$ cat src/rtl/smg_multi_digit_display.sv
// rtl/smg_multi_digit_display.sv - binary-to-BCD converter with multiplexed 7-segment scan
module smg_multi_digit_display #(
    parameter int DIGITS      = 6,
    parameter int DATA_W      = 20,
    parameter int SCAN_DIV    = 50000,
    parameter int SEG_ACT_LOW = 1,
    parameter int SEL_ACT_LOW = 1
) (
    input  logic              CLK,
    input  logic              RST_n,
    input  logic [DATA_W-1:0] data_in,
    input  logic              load,
    input  logic              blank_lz,
    output logic              busy,
    output logic              overflow,
    output logic [7:0]        Row_Scan_Sig,
    output logic [DIGITS-1:0] Column_Scan_Sig
);

    // ceil(DATA_W*log10(2)) + 1 nibbles, kept at least one nibble above the display
    localparam int NIB_CALC = (DATA_W * 30103 + 99999) / 100000 + 1;
    localparam int NIB      = (NIB_CALC > DIGITS) ? NIB_CALC : DIGITS + 1;
    localparam int CNT_W    = $clog2(DATA_W + 1);
    localparam int SCAN_W   = (SCAN_DIV > 1) ? $clog2(SCAN_DIV) : 1;
    localparam int IDX_W    = (DIGITS > 1) ? $clog2(DIGITS) : 1;

    localparam logic [7:0]        ROW_OFF = (SEG_ACT_LOW != 0) ? 8'hFF : 8'h00;
    localparam logic [DIGITS-1:0] COL_OFF = (SEL_ACT_LOW != 0) ? {DIGITS{1'b1}} : {DIGITS{1'b0}};

    typedef enum logic [1:0] {
        IDLE   = 2'd0,
        SHIFT  = 2'd1,
        COMMIT = 2'd2
    } state_t;

    state_t                 state;
    state_t                 state_next;
    logic [DATA_W-1:0]      bin_sr;
    logic [NIB*4-1:0]       bcd;
    logic [NIB*4-1:0]       bcd_adj;
    logic [CNT_W-1:0]       bit_cnt;
    logic [DIGITS*4-1:0]    disp;
    logic [SCAN_W-1:0]      scan_cnt;
    logic [IDX_W-1:0]       idx;
    logic [3:0]             cur_nib;
    logic                   upper_zero;
    logic [7:0]             seg;
    logic [DIGITS-1:0]      sel;

    assign busy = (state != IDLE);

    // converter state register
    always_ff @(posedge CLK or negedge RST_n) begin
        if (!RST_n) begin
            state <= IDLE;
        end else begin
            state <= state_next;
        end
    end

    // converter next-state: DATA_W shift cycles then a single commit cycle
    always_comb begin
        state_next = state;
        case (state)
            IDLE:    if (load) state_next = SHIFT;
            SHIFT:   if (bit_cnt == CNT_W'(DATA_W - 1)) state_next = COMMIT;
            COMMIT:  state_next = IDLE;
            default: state_next = IDLE;
        endcase
    end

    // double-dabble correction: every nibble >= 5 gets +3 before the shift
    always_comb begin
        bcd_adj = bcd;
        for (int i = 0; i < NIB; i++) begin
            if (bcd[4*i +: 4] >= 4'd5) begin
                bcd_adj[4*i +: 4] = bcd[4*i +: 4] + 4'd3;
            end
        end
    end

    // conversion datapath and atomic display-buffer commit
    always_ff @(posedge CLK or negedge RST_n) begin
        if (!RST_n) begin
            bin_sr   <= '0;
            bcd      <= '0;
            bit_cnt  <= '0;
            disp     <= '0;
            overflow <= 1'b0;
        end else begin
            case (state)
                IDLE: begin
                    if (load) begin
                        bin_sr  <= data_in;
                        bcd     <= '0;
                        bit_cnt <= '0;
                    end
                end
                SHIFT: begin
                    bcd     <= {bcd_adj[NIB*4-2:0], bin_sr[DATA_W-1]};
                    bin_sr  <= bin_sr << 1;
                    bit_cnt <= bit_cnt + 1'b1;
                end
                COMMIT: begin
                    disp     <= bcd[DIGITS*4-1:0];
                    overflow <= |bcd[NIB*4-1:DIGITS*4];
                end
                default: ;
            endcase
        end
    end

    // scan prescaler and digit index, free-running independent of the converter
    always_ff @(posedge CLK or negedge RST_n) begin
        if (!RST_n) begin
            scan_cnt <= '0;
            idx      <= '0;
        end else if (scan_cnt == SCAN_W'(SCAN_DIV - 1)) begin
            scan_cnt <= '0;
            if (idx == IDX_W'(DIGITS - 1)) begin
                idx <= '0;
            end else begin
                idx <= idx + 1'b1;
            end
        end else begin
            scan_cnt <= scan_cnt + 1'b1;
        end
    end

    // digit content for the current index: dash on overflow, leading-zero blanking, else decimal
    always_comb begin
        cur_nib    = 4'd0;
        upper_zero = 1'b1;
        sel        = '0;
        for (int k = 0; k < DIGITS; k++) begin
            if (k == int'(idx)) begin
                cur_nib = disp[4*k +: 4];
                sel[k]  = 1'b1;
            end
            if (k >= int'(idx) && disp[4*k +: 4] != 4'd0) begin
                upper_zero = 1'b0;
            end
        end
        case (cur_nib)
            4'd0:    seg = 8'h3F;
            4'd1:    seg = 8'h06;
            4'd2:    seg = 8'h5B;
            4'd3:    seg = 8'h4F;
            4'd4:    seg = 8'h66;
            4'd5:    seg = 8'h6D;
            4'd6:    seg = 8'h7D;
            4'd7:    seg = 8'h07;
            4'd8:    seg = 8'h7F;
            4'd9:    seg = 8'h6F;
            default: seg = 8'h00;
        endcase
        if (overflow) begin
            seg = 8'h40;
        end else if (blank_lz && idx != '0 && upper_zero) begin
            seg = 8'h00;
        end
    end

    // segment and select lines registered together so they always agree
    always_ff @(posedge CLK or negedge RST_n) begin
        if (!RST_n) begin
            Row_Scan_Sig    <= ROW_OFF;
            Column_Scan_Sig <= COL_OFF;
        end else begin
            Row_Scan_Sig    <= (SEG_ACT_LOW != 0) ? ~seg : seg;
            Column_Scan_Sig <= (SEL_ACT_LOW != 0) ? ~sel : sel;
        end
    end

endmodule

$ cat config.mk
export PLATFORM = sky130hd
export DESIGN_NAME = smg_multi_digit_display
export DESIGN_NICKNAME = d
export VERILOG_FILES = /design/src/rtl/smg_multi_digit_display.sv
export SDC_FILE = /design/constraint.sdc
export NUM_CORES = 1
export LEC_CHECK = 0
export ABC_AREA = 1
export ABC_CLOCK_PERIOD_IN_PS = 4000
export CORE_MARGIN = 2
export CORE_UTILIZATION = 37
export CTS_CLUSTER_DIAMETER = 50
export DETAILED_ROUTE_END_ITERATION = 10
export PLACE_DENSITY = 0.57
export SETUP_SLACK_MARGIN = 0.05
export SLEW_MARGIN = 20
export SYNTH_ARGS = -nofsm -noshare
export SYNTH_HDL_FRONTEND = slang
export SYNTH_SLANG_ARGS = --single-unit
export TNS_END_PERCENT = 100
$ cat constraint.sdc
create_clock -name CLK -period 4 [get_ports CLK]
set_input_delay 0.8 -clock CLK [delete_from_list [all_inputs] [get_ports CLK]]
set_output_delay 0.8 -clock CLK [all_outputs]
set_load 0.005 [all_outputs]
=== After elaboration in Yosys (flattened, before gate mapping) ===
Memories as Yosys holds them, arrays and structs flattened.
Cells that the tools add are included.
W data, S select, Z words.

* $add $sub $neg: 11
* $lt $le $gt $ge: 14
* Equality and inequality tests: 12
* Multiplexer cells: 39
* Bitwise logic cells: 2
* Reduce and logical (&&, ||, !) cells: 22

{| class="wikitable"
|+ Operator list
! kind !! count
|-
| $pmux W32 S2 || 1
|-
| $mux W4 || 13
|-
| $pmux W20 S2 || 1
|-
| $ge A4 B3 Y1 const B || 8
|-
| $mux W32 || 1
|-
| $add A4 B2 Y4 const B || 7
|-
| $reduce_bool A4 Y1 || 6
|-
| $mux W20 || 1
|-
| $add A16 B1 Y16 const B || 1
|-
| $eq A16 B16 Y1 const B || 1
|-
| $mux W16 || 1
|-
| $mux W8 || 2
|-
| $eq A3 B3 Y1 const A || 4
|-
| $mux W1 || 12
|-
| $pmux W5 S2 || 1
|-
| $logic_and A1 B1 Y1 || 8
|-
| $not A8 Y8 || 1
|-
| $reduce_or A8 Y1 || 1
|-
| $ge A1 B3 Y1 const A || 2
|-
| $ge A2 B3 Y1 const A || 2
|-
| $ge A3 B3 Y1 const A || 2
|-
| $mux W3 || 2
|-
| $not A6 Y6 || 1
|-
| $add A5 B1 Y5 const B || 1
|-
| other kinds (16) || 20
|}

* Register bits after elaboration: 117
* Memory bits (read-only): 112
* Output and inout bits: 16
* Memories: 1

{| class="wikitable"
|+ Memory list
! name !! depth !! bits a word !! rd ports !! clocked after memory_dff !! wr ports !! RTL line !! source
|-
| (name not given) || 16 || 7 || 1 || 0 || 0 || 144 || <nowiki>case (cur_nib)</nowiki>
|}

=== Logic depth before layout (Yosys ltp) ===
Gate-level depths: netlist of the first run.

* Word-level depth: 12
* Mapped depth: 20
* Mapped depth without buffers: 20

=== Worst setup path before layout of the first run ===
Ideal clock, no wire load.

* Path type: reg2reg
* Start point: register idx[0]
* End point: register Row_Scan_Sig[0]
* Library setup time: 82 ps
* Arrival: 2183 ps
* Data required time: 3918 ps
* Slack: 1735 ps
* Stages on the path, launching flop included: 15
* Buffers on the path: 0
* Clock period less this slack: 2265 ps
* Cells stage by stage: dfrtp_1 > inv_1 > ha_1 > inv_1 > nor2_8 > nand3_1 > nand3_1 > o211ai_1 > nand2_1 > a21oi_1 > inv_1 > ha_1 > or2_1 > o211ai_1 > nand2_1

* Longest elaborated chain between the ends: 12
* Elaborated cells on any way between the ends: 37

{| class="wikitable"
|+ Ends and longest elaborated chain
! what !! RTL line !! source
|-
| start, declared || 44 || <nowiki>logic [IDX_W-1:0] idx;</nowiki>
|-
| start signal, assigned || 123 || <nowiki>idx <= idx + 1'b1;</nowiki>
|-
| branches (longest 9 deep; another with $mem_v2 Z16 W7) || -- ||
|-
| $mux W8 * || 159 || <nowiki>end else if (blank_lz && idx != '0 && upper_zero) begin</nowiki>
|-
| $mux W8 * || 157 || <nowiki>if (overflow) begin</nowiki>
|-
| $not A8 Y8 * || 170 || <nowiki>Row_Scan_Sig <= (SEG_ACT_LOW != 0) ? ~seg : seg;</nowiki>
|-
| end signal, assigned || 170 ||
|-
| end, declared || 16 || <nowiki>output logic [7:0] Row_Scan_Sig,</nowiki>
|}

Mark *: on every way between the ends.
A chain may end at the register's enable or synchronous reset.

=== Final worst setup path of the first run ===
* Start point: register idx[2]
* End point: register Row_Scan_Sig[6]

The elaborated chain is that of the path after synthesis.

==> flow_results.xml, run 1 <==
<?xml version="1.0" encoding="UTF-8"?>
<metrics>
  <group name="floorplan">
    <metric name="number_of_core_rows" unit="">46</metric>
    <metric name="floorplan.die.height" unit="µm">132</metric>
    <metric name="core_area" unit="µm²">15900</metric>
    <metric name="die_x" unit="µm">132</metric>
    <metric name="initial_utilization" unit="">0.381</metric>
    <metric name="design.portCount" unit="">40</metric>
    <metric name="die-area" unit="µm²">17400</metric>
  </group>
  <group name="worst_setup_path">
    <metric name="timing.critical_path.required" unit="ns">4.35</metric>
    <metric name="endpoint_kind" unit="">flip-flop</metric>
    <metric name="critPathLaunchType" unit="">flip-flop</metric>
    <metric name="timing.critical_path.fanout_max" unit="">9</metric>
    <metric name="cp_data_arrival_time" unit="ns">2.98</metric>
    <metric name="timing.setup.critical_path_class" unit="">reg2reg</metric>
  </group>
  <group name="yosys">
    <metric name="yosysSeqAreaShare" unit="">0.481</metric>
    <metric name="synth.ff_latch_count" unit="">116</metric>
    <metric name="synth_cell_types" unit="">42</metric>
    <metric name="synth_area_per_cell" unit="µm²">8.43</metric>
    <metric name="synthesis.area" unit="µm²">6070</metric>
    <metric name="synth_cells" unit="">720</metric>
    <metric name="synth_warnings" unit="">0</metric>
    <metric name="synth_enable_flop_cells" unit="">0</metric>
    <metric name="synthesis.nets" unit="">774</metric>
    <metric name="dominantRegCellSynth" unit="">sky130_fd_sc_hd__dfrtp_1</metric>
    <metric name="synthArstFlopShare" unit="">1.00</metric>
  </group>
  <group name="finish">
    <metric name="design.final.nets" unit="">816</metric>
    <metric name="final_layout_size_suffix_gt1_frac" unit="">0.106</metric>
    <metric name="layoutNonFillerInstCount" unit="">990</metric>
    <metric name="fillerInstances" unit="">1602</metric>
    <metric name="leading_cell_type_in_the_layout_fill_and_taps_excluded" unit="">sky130_fd_sc_hd__nand2_1</metric>
    <metric name="layout.cells.most_common_list" unit="">sky130_fd_sc_hd__nand2_1, sky130_fd_sc_hd__inv_1, sky130_fd_sc_hd__dfrtp_1</metric>
    <metric name="area_growth" unit="%">19.4</metric>
    <metric name="insertedDiodeCount" unit="">0</metric>
  </group>
  <group name="clock_network">
    <metric name="clock_sink_count" unit="">116</metric>
    <metric name="hold_buffer_count_at_cts" unit="">0</metric>
    <metric name="clk_latency" unit="ns">0.42</metric>
    <metric name="clkTransAtPathRegs" unit="ns">0.05</metric>
    <metric name="cts_repair_resize_count" unit="">0</metric>
    <metric name="tritoncts" unit="">built</metric>
    <metric name="clock_tree.root_cell" unit="">sky130_fd_sc_hd__clkbuf_16</metric>
    <metric name="cts_setup_buffers" unit="">0</metric>
    <metric name="tritoncts.num_buffers" unit="">17</metric>
    <metric name="cts.htree.levels" unit="">4</metric>
    <metric name="clock_path_buffers" unit="">2</metric>
  </group>
  <group name="run_status">
    <metric name="outcome" unit="">complete, no violations</metric>
  </group>
  <group name="routing">
    <metric name="drt_iter0_markers" unit="">284</metric>
    <metric name="wl_per_cell" unit="µm">12.9</metric>
    <metric name="ant_nets" unit="">0</metric>
    <metric name="residual_drc_count" unit="">0</metric>
    <metric name="via_count_of_the_routed_design" unit="">4755</metric>
    <metric name="via_per_inst" unit="">4.80</metric>
    <metric name="wl" unit="mm">12.8</metric>
    <metric name="drt_pass1_iterations" unit="">4</metric>
  </group>
  <group name="pwr">
    <metric name="p_leak" unit="nW">3.44</metric>
    <metric name="ir_worst_vdd" unit="mV">0.380</metric>
    <metric name="pwr_density_cell" unit="nW/µm²">683</metric>
  </group>
  <group name="global_routing">
    <metric name="grt_pass1_wl" unit="mm">21.7</metric>
    <metric name="grt_remaining_overflow" unit="">0</metric>
    <metric name="antenna_found_initial" unit="">0</metric>
    <metric name="maximum_number_of_pins_on_one_net_before_global_route_repair" unit="">68</metric>
    <metric name="first_global_vias" unit="">4706</metric>
    <metric name="groute.usage.overall" unit="">0.153</metric>
  </group>
  <group name="timing">
    <metric name="timing.max_slew.rel_slack" unit="">0.434</metric>
    <metric name="final_period_minus_worst_setup_slack" unit="ns">2.63</metric>
    <metric name="post-route-period-util" unit="">0.658</metric>
    <metric name="setup_tns_after_final_layout" unit="ns">0</metric>
    <metric name="final.hold.worst_slack" unit="ns">0.480</metric>
    <metric name="max_freq" unit="GHz">0.380</metric>
    <metric name="grt_setup_unrepaired" unit="">false</metric>
    <metric name="setup_viol" unit="">0</metric>
    <metric name="timing.clock.skew" unit="ns">0.0139</metric>
    <metric name="worst-slew-pin-transition" unit="ns">0.850</metric>
    <metric name="timing_max_transition_violations_final" unit="">0</metric>
    <metric name="report.final.hold_viol_count" unit="">0</metric>
  </group>
  <group name="placement">
    <metric name="globalplace.congestion" unit="">0.825</metric>
    <metric name="placed_cells" unit="">959</metric>
    <metric name="post-dp-hpwl" unit="mm">8.74</metric>
    <metric name="buffer_ports.inserted" unit="">38</metric>
  </group>
  <group name="flow_run">
    <metric name="cap_violations" unit="">0</metric>
  </group>
  <group name="worst_hold_path">
    <metric name="hold_path.class" unit="">in2async</metric>
  </group>
</metrics>
worst max-delay path, cell delays in order, from the launching register on:
cell and delay [ns]:
sky130_fd_sc_hd__dfrtp_1 0.83, sky130_fd_sc_hd__inv_8 0.06, sky130_fd_sc_hd__ha_1 0.29, sky130_fd_sc_hd__nand2_1 0.09
sky130_fd_sc_hd__nand2_1 0.05, sky130_fd_sc_hd__inv_1 0.05, sky130_fd_sc_hd__nand2_1 0.05, sky130_fd_sc_hd__a21oi_1 0.36
sky130_fd_sc_hd__inv_1 0.13, sky130_fd_sc_hd__ha_1 0.22, sky130_fd_sc_hd__inv_1 0.07, sky130_fd_sc_hd__nand3_1 0.10
sky130_fd_sc_hd__nand2_1 0.08, sky130_fd_sc_hd__nor2_1 0.04, sky130_fd_sc_hd__nor2_1 0.09, sky130_fd_sc_hd__nor2_1 0.04
cell usage after synthesis (all sizes together), types with 3 or more instances:
master / instances / area (µm²)
nand2: 167 / 692
inv: 120 / 458
dfrtp: 103 / 2580
o21ai: 76 / 384
nor2: 57 / 258
nand3: 42 / 223
ha: 30 / 375
o211ai: 15 / 113
dfstp: 13 / 342
xor2: 13 / 114
clkbuf: 12 / 45.0
a21oi: 11 / 62.6
o22ai: 11 / 68.8
nand4: 9 / 62.6
o32ai: 9 / 78.8
buf: 7 / 40.0
a22oi: 5 / 37.5
nor3: 5 / 30.0
nor4: 3 / 18.8
o31ai: 3 / 22.5
registers in the layout, indices dropped and copies added (netlist names):
signal	count
bcd	32
disp	24
bin_sr	20
scan_cnt	16
Row_Scan_Sig	7
Column_Scan_Sig	6
bit_cnt	5
idx	3
state	2
overflow	1
final cells by class:
type / count / area, µm² / share of cell area
timing repair buffer: 42 / 420 / 0.0580
tap: 216 / 270 / 0.0373
clock inverter: 4 / 70.1 / 0.00967
multi-input combinational: 465 / 2610 / 0.360
clock buffer: 27 / 503 / 0.0694
sequential: 116 / 2920 / 0.403
inverter: 120 / 458 / 0.0632
where the power goes:
part | internal, mW | switching (mW) | total (mW) | leakage [nW]
Sequential | 1.53 | 0.222 | 1.76 | 1.43
Combinational | 0.643 | 1.07 | 1.71 | 1.73
Clock | 0.977 | 0.502 | 1.48 | 0.281
cell families after synthesis:
group,Yosys count,share of synthesized area
simple gates,285,0.214
buf+inv,139,0.0895
compound gates,135,0.133
flops,116,0.481
fa+ha+maj,30,0.0618
xor+xnor,13,0.0188
other cells,1,0.000618
mux,1,0.00165
path summary, 6_finish.rpt:
| kind | slack [ns] | endpoint | depth (start not counted) | start |
|---|---|---|---|---|
| hold / removal | 0.48 | scan_cnt[15]$_DFF_PN0_ | 1 | RST_n |
| setup reg to reg | 1.37 | Row_Scan_Sig[6]$_DFF_PN1_ | 15 | idx[2]$_DFFE_PN0N_ |
| min in group CLK | 0.48 | scan_cnt[0]$_DFF_PN0_ | 1 | scan_cnt[0]$_DFF_PN0_ |
| hold reg to reg | 0.48 | scan_cnt[0]$_DFF_PN0_ | 1 | scan_cnt[0]$_DFF_PN0_ |
| max in group asynchronous | 2.73 | bcd[25]$_DFFE_PN0P_ | 2 | RST_n |
| setup / recovery | 1.37 | Row_Scan_Sig[6]$_DFF_PN1_ | 15 | idx[2]$_DFFE_PN0N_ |
per-stage QoR:
| step | worst slack, ns | total power [mW] | cell area (µm²) | utilization |
|---|---|---|---|---|
| 2_1_floorplan | 1.74 | 3.02 | 6070 | - |
| 3_3_place_gp | 1.48 | 3.41 | 6680 | 0.419 |
| 3_5_place_dp | 1.37 | 3.49 | 6680 | 0.419 |
| 4_1_cts | 1.34 | 5.00 | 7250 | 0.455 |
| 5_1_grt | 1.06 | 5.34 | 7250 | 0.455 |
| 6_report | 1.37 | 4.95 | 7250 | 0.455 |
layer usage:
| layer | GRT usage | part of all wire | vias up |
|---|---|---|---|
| li1 | - | - | 2413 |
| met1 | 0.192 | 0.48 | 2265 |
| met2 | 0.256 | 0.48 | 68 |
| met3 | 0.0369 | 0.035 | 9 |
| met4 | 0.0598 | 0.011 | 0 |
| met5 | 0 | 0 | - |
(Power assumes the default switching activity.)
==> inputs of run 2 (changes only) <==
--- a/config.mk
+++ b/config.mk
@@ -6,12 +6,12 @@
 export NUM_CORES = 1
 export LEC_CHECK = 0
 export ABC_AREA = 1
-export ABC_CLOCK_PERIOD_IN_PS = 4000
+export ABC_CLOCK_PERIOD_IN_PS = 2200
 export CORE_MARGIN = 2
 export CORE_UTILIZATION = 37
 export CTS_CLUSTER_DIAMETER = 50
 export DETAILED_ROUTE_END_ITERATION = 10
-export PLACE_DENSITY = 0.57
+export PLACE_DENSITY = 0.59
 export SETUP_SLACK_MARGIN = 0.05
 export SLEW_MARGIN = 20
 export SYNTH_ARGS = -nofsm -noshare
==> constraint.sdc (replaced) <==
create_clock -name CLK -period 2.2 [get_ports CLK]
set_input_delay 0.44 -clock CLK [delete_from_list [all_inputs] [get_ports CLK]]
set_output_delay 0.44 -clock CLK [all_outputs]
set_load 0.005 [all_outputs]
==> run 2 against run 1 <==
  * Critical path type unchanged
  * Worst hold slack lost 0.049 ns
  * Non-clock buffer count grew 28
  * Utilization grew 2.3 points
  * Die area is the same
==> flow_results.xml, run 2 (synthesis results as in run 1) <==
<?xml version="1.0" encoding="UTF-8"?>
<metrics>
  <group name="run_status">
    <metric name="outcome" unit="">complete, no violations</metric>
  </group>
  <group name="timing">
    <metric name="post-route-period-util" unit="">0.926</metric>
    <metric name="setup_viol" unit="">0</metric>
    <metric name="grt_setup_unrepaired" unit="">true</metric>
    <metric name="max_freq" unit="GHz">0.491</metric>
    <metric name="report.final.hold_viol_count" unit="">0</metric>
    <metric name="timing.clock.skew" unit="ns">0.00484</metric>
    <metric name="timing_max_transition_violations_final" unit="">0</metric>
    <metric name="setup_tns_after_final_layout" unit="ns">0</metric>
    <metric name="final_period_minus_worst_setup_slack" unit="ns">2.04</metric>
  </group>
  <group name="routing">
    <metric name="drt_pass1_iterations" unit="">4</metric>
    <metric name="wl" unit="mm">12.8</metric>
    <metric name="wl_per_cell" unit="µm">12.6</metric>
    <metric name="residual_drc_count" unit="">0</metric>
    <metric name="ant_nets" unit="">0</metric>
    <metric name="via_per_inst" unit="">4.82</metric>
    <metric name="drt_iter0_markers" unit="">292</metric>
    <metric name="via_count_of_the_routed_design" unit="">4909</metric>
  </group>
  <group name="worst_setup_path">
    <metric name="cp_cell_sequence" unit="">inv_2, ha_4, inv_4, nor2_4, nand2_2, nand3_2, o211ai_1, nand2_1, a21oi_4, inv_2, ha_2, or2_1, o211ai_1, nand2_1</metric>
    <metric name="crit_slowest_cell" unit="">sky130_fd_sc_hd__dfrtp_1</metric>
    <metric name="critPathLaunchType" unit="">flip-flop</metric>
    <metric name="cp_data_arrival_time" unit="ns">2.38</metric>
    <metric name="timing.setup.critical_path_class" unit="">reg2reg</metric>
    <metric name="timing.critical_path.slowest_cell_delay" unit="ns">0.41</metric>
    <metric name="timing.critical_path.fanout_max" unit="">4</metric>
    <metric name="endpoint_kind" unit="">flip-flop</metric>
    <metric name="timing.critical_path.required" unit="ns">2.54</metric>
  </group>
  <group name="global_routing">
    <metric name="grt_remaining_overflow" unit="">0</metric>
    <metric name="groute.usage.overall" unit="">0.156</metric>
    <metric name="antenna_found_initial" unit="">0</metric>
    <metric name="grt_pass1_wl" unit="mm">22.3</metric>
    <metric name="maximum_number_of_pins_on_one_net_before_global_route_repair" unit="">50</metric>
    <metric name="first_global_vias" unit="">4791</metric>
  </group>
  <group name="clock_network">
    <metric name="clock_path_buffers" unit="">2</metric>
    <metric name="clock_tree.root_cell" unit="">sky130_fd_sc_hd__clkbuf_16</metric>
    <metric name="tritoncts.num_buffers" unit="">17</metric>
    <metric name="tritoncts" unit="">built</metric>
    <metric name="clkTransAtPathRegs" unit="ns">0.05</metric>
    <metric name="clock_sink_count" unit="">116</metric>
    <metric name="clk_latency" unit="ns">0.42</metric>
    <metric name="cts.htree.levels" unit="">4</metric>
  </group>
  <group name="finish">
    <metric name="final_layout_size_suffix_gt1_frac" unit="">0.173</metric>
    <metric name="final_area" unit="µm²">7610</metric>
    <metric name="fillerInstances" unit="">1512</metric>
    <metric name="design.final.nets" unit="">844</metric>
    <metric name="insertedDiodeCount" unit="">0</metric>
    <metric name="largest_register_ffs" unit="">32</metric>
    <metric name="layout_top_registers" unit="">bcd (32), disp (24), bin_sr (20)</metric>
    <metric name="regMostFlops" unit="">bcd</metric>
    <metric name="leading_cell_type_in_the_layout_fill_and_taps_excluded" unit="">sky130_fd_sc_hd__nand2_1</metric>
    <metric name="layout.cells.most_common_list" unit="">sky130_fd_sc_hd__nand2_1, sky130_fd_sc_hd__dfrtp_1, sky130_fd_sc_hd__inv_1</metric>
    <metric name="area_growth" unit="%">25.4</metric>
  </group>
  <group name="pwr">
    <metric name="pwr_density_cell" unit="nW/µm²">1200</metric>
    <metric name="ir_worst_vdd" unit="mV">0.718</metric>
    <metric name="p_leak" unit="nW">3.59</metric>
  </group>
  <group name="floorplan">
    <metric name="core_area" unit="µm²">15900</metric>
    <metric name="number_of_core_rows" unit="">46</metric>
    <metric name="initial_utilization" unit="">0.381</metric>
    <metric name="design.portCount" unit="">40</metric>
    <metric name="die_x" unit="µm">132</metric>
    <metric name="die-area" unit="µm²">17400</metric>
    <metric name="floorplan.die.height" unit="µm">132</metric>
  </group>
  <group name="flow_run">
    <metric name="cap_violations" unit="">0</metric>
  </group>
  <group name="placement">
    <metric name="globalplace.congestion" unit="">0.838</metric>
    <metric name="post-dp-hpwl" unit="mm">8.99</metric>
    <metric name="buffer_ports.inserted" unit="">38</metric>
    <metric name="area_of_placed_instances" unit="µm²">6810</metric>
  </group>
  <group name="worst_hold_path">
    <metric name="hold_path.class" unit="">in2async</metric>
  </group>
</metrics>
run 2: cell types whose count changed in the layout (fill, tap and decap cells not counted), sizes merged:
cell         change
clkinvlp         +2
bufinv           +1
dlygate4sd3      +1
buf             +27
clkbuf           -7
clkinv           +4
run 2: final cells by class:
cell class	instances	area (µm²)	share of cell area
Clock buffer	20	447	0.0587
Clock inverter	11	135	0.0177
Inverter	120	468	0.0615
Multi-Input combinational cell	465	2730	0.359
Sequential cell	116	2920	0.384
Tap cell	216	270	0.0355
Timing Repair Buffer	70	641	0.0841
run 2: timing repair:
item                                   in CTS  in global routing
hold buffers                                1                  0
setup endpoints to repair                   5                  6
pin swaps                                   2                 19
gates resized for setup                     5                 32
endpoints found under the hold margin      15                  0
setup buffers                               5                  5
run 2: routing by layer:
layer | track usage | part of all wire
met5 | 0 | 0
met4 | 0.0731 | 0.018
met3 | 0.0373 | 0.033
met2 | 0.247 | 0.47
met1 | 0.203 | 0.48
run 2: power breakdown:
group / switching (mW) / internal (mW)
logic: 1.94 / 1.24
registers: 0.408 / 2.79
clock network: 0.947 / 1.79
total: 3.29 / 5.81
run 2: worst max-delay path, delay by kind of cell (launching register included):
kind	cells	cell delay (ns)
AND/OR/NAND/NOR	6	0.57
flip-flops	1	0.41
AO/OA/AOI/OAI	3	0.40
adder cells (fa/ha/maj)	2	0.35
buffers and inverters	3	0.23
run 2: worst paths after layout:
kind,start,cells after the start,endpoint,slack (ns)
setup / recovery,idx[1]$_DFFE_PN0N_,14,Row_Scan_Sig[0]$_DFF_PN1_,0.16
hold / removal,RST_n,2,scan_cnt[3]$_DFF_PN0_,0.43
setup reg to reg,idx[1]$_DFFE_PN0N_,14,Row_Scan_Sig[0]$_DFF_PN1_,0.16
hold reg to reg,scan_cnt[0]$_DFF_PN0_,1,scan_cnt[0]$_DFF_PN0_,0.47
max in group asynchronous,RST_n,3,Row_Scan_Sig[6]$_DFF_PN1_,1.14
min in group CLK,scan_cnt[0]$_DFF_PN0_,1,scan_cnt[0]$_DFF_PN0_,0.47
run 2: per-stage QoR:
stage	setup slack [ns]	utilization	hold slack [ns]	power, mW	instances
after global routing	0.0173	0.478	0.469	9.85	1018
after detailed placement	-0.0647	0.427	0.326	6.36	976
after CTS	0.0537	0.468	0.428	9.15	1013
after floorplan	0.0828	-	0.144	5.49	720
after global placement	-0.00543	0.427	0.324	6.21	976
final	0.162	0.478	0.431	9.10	1018
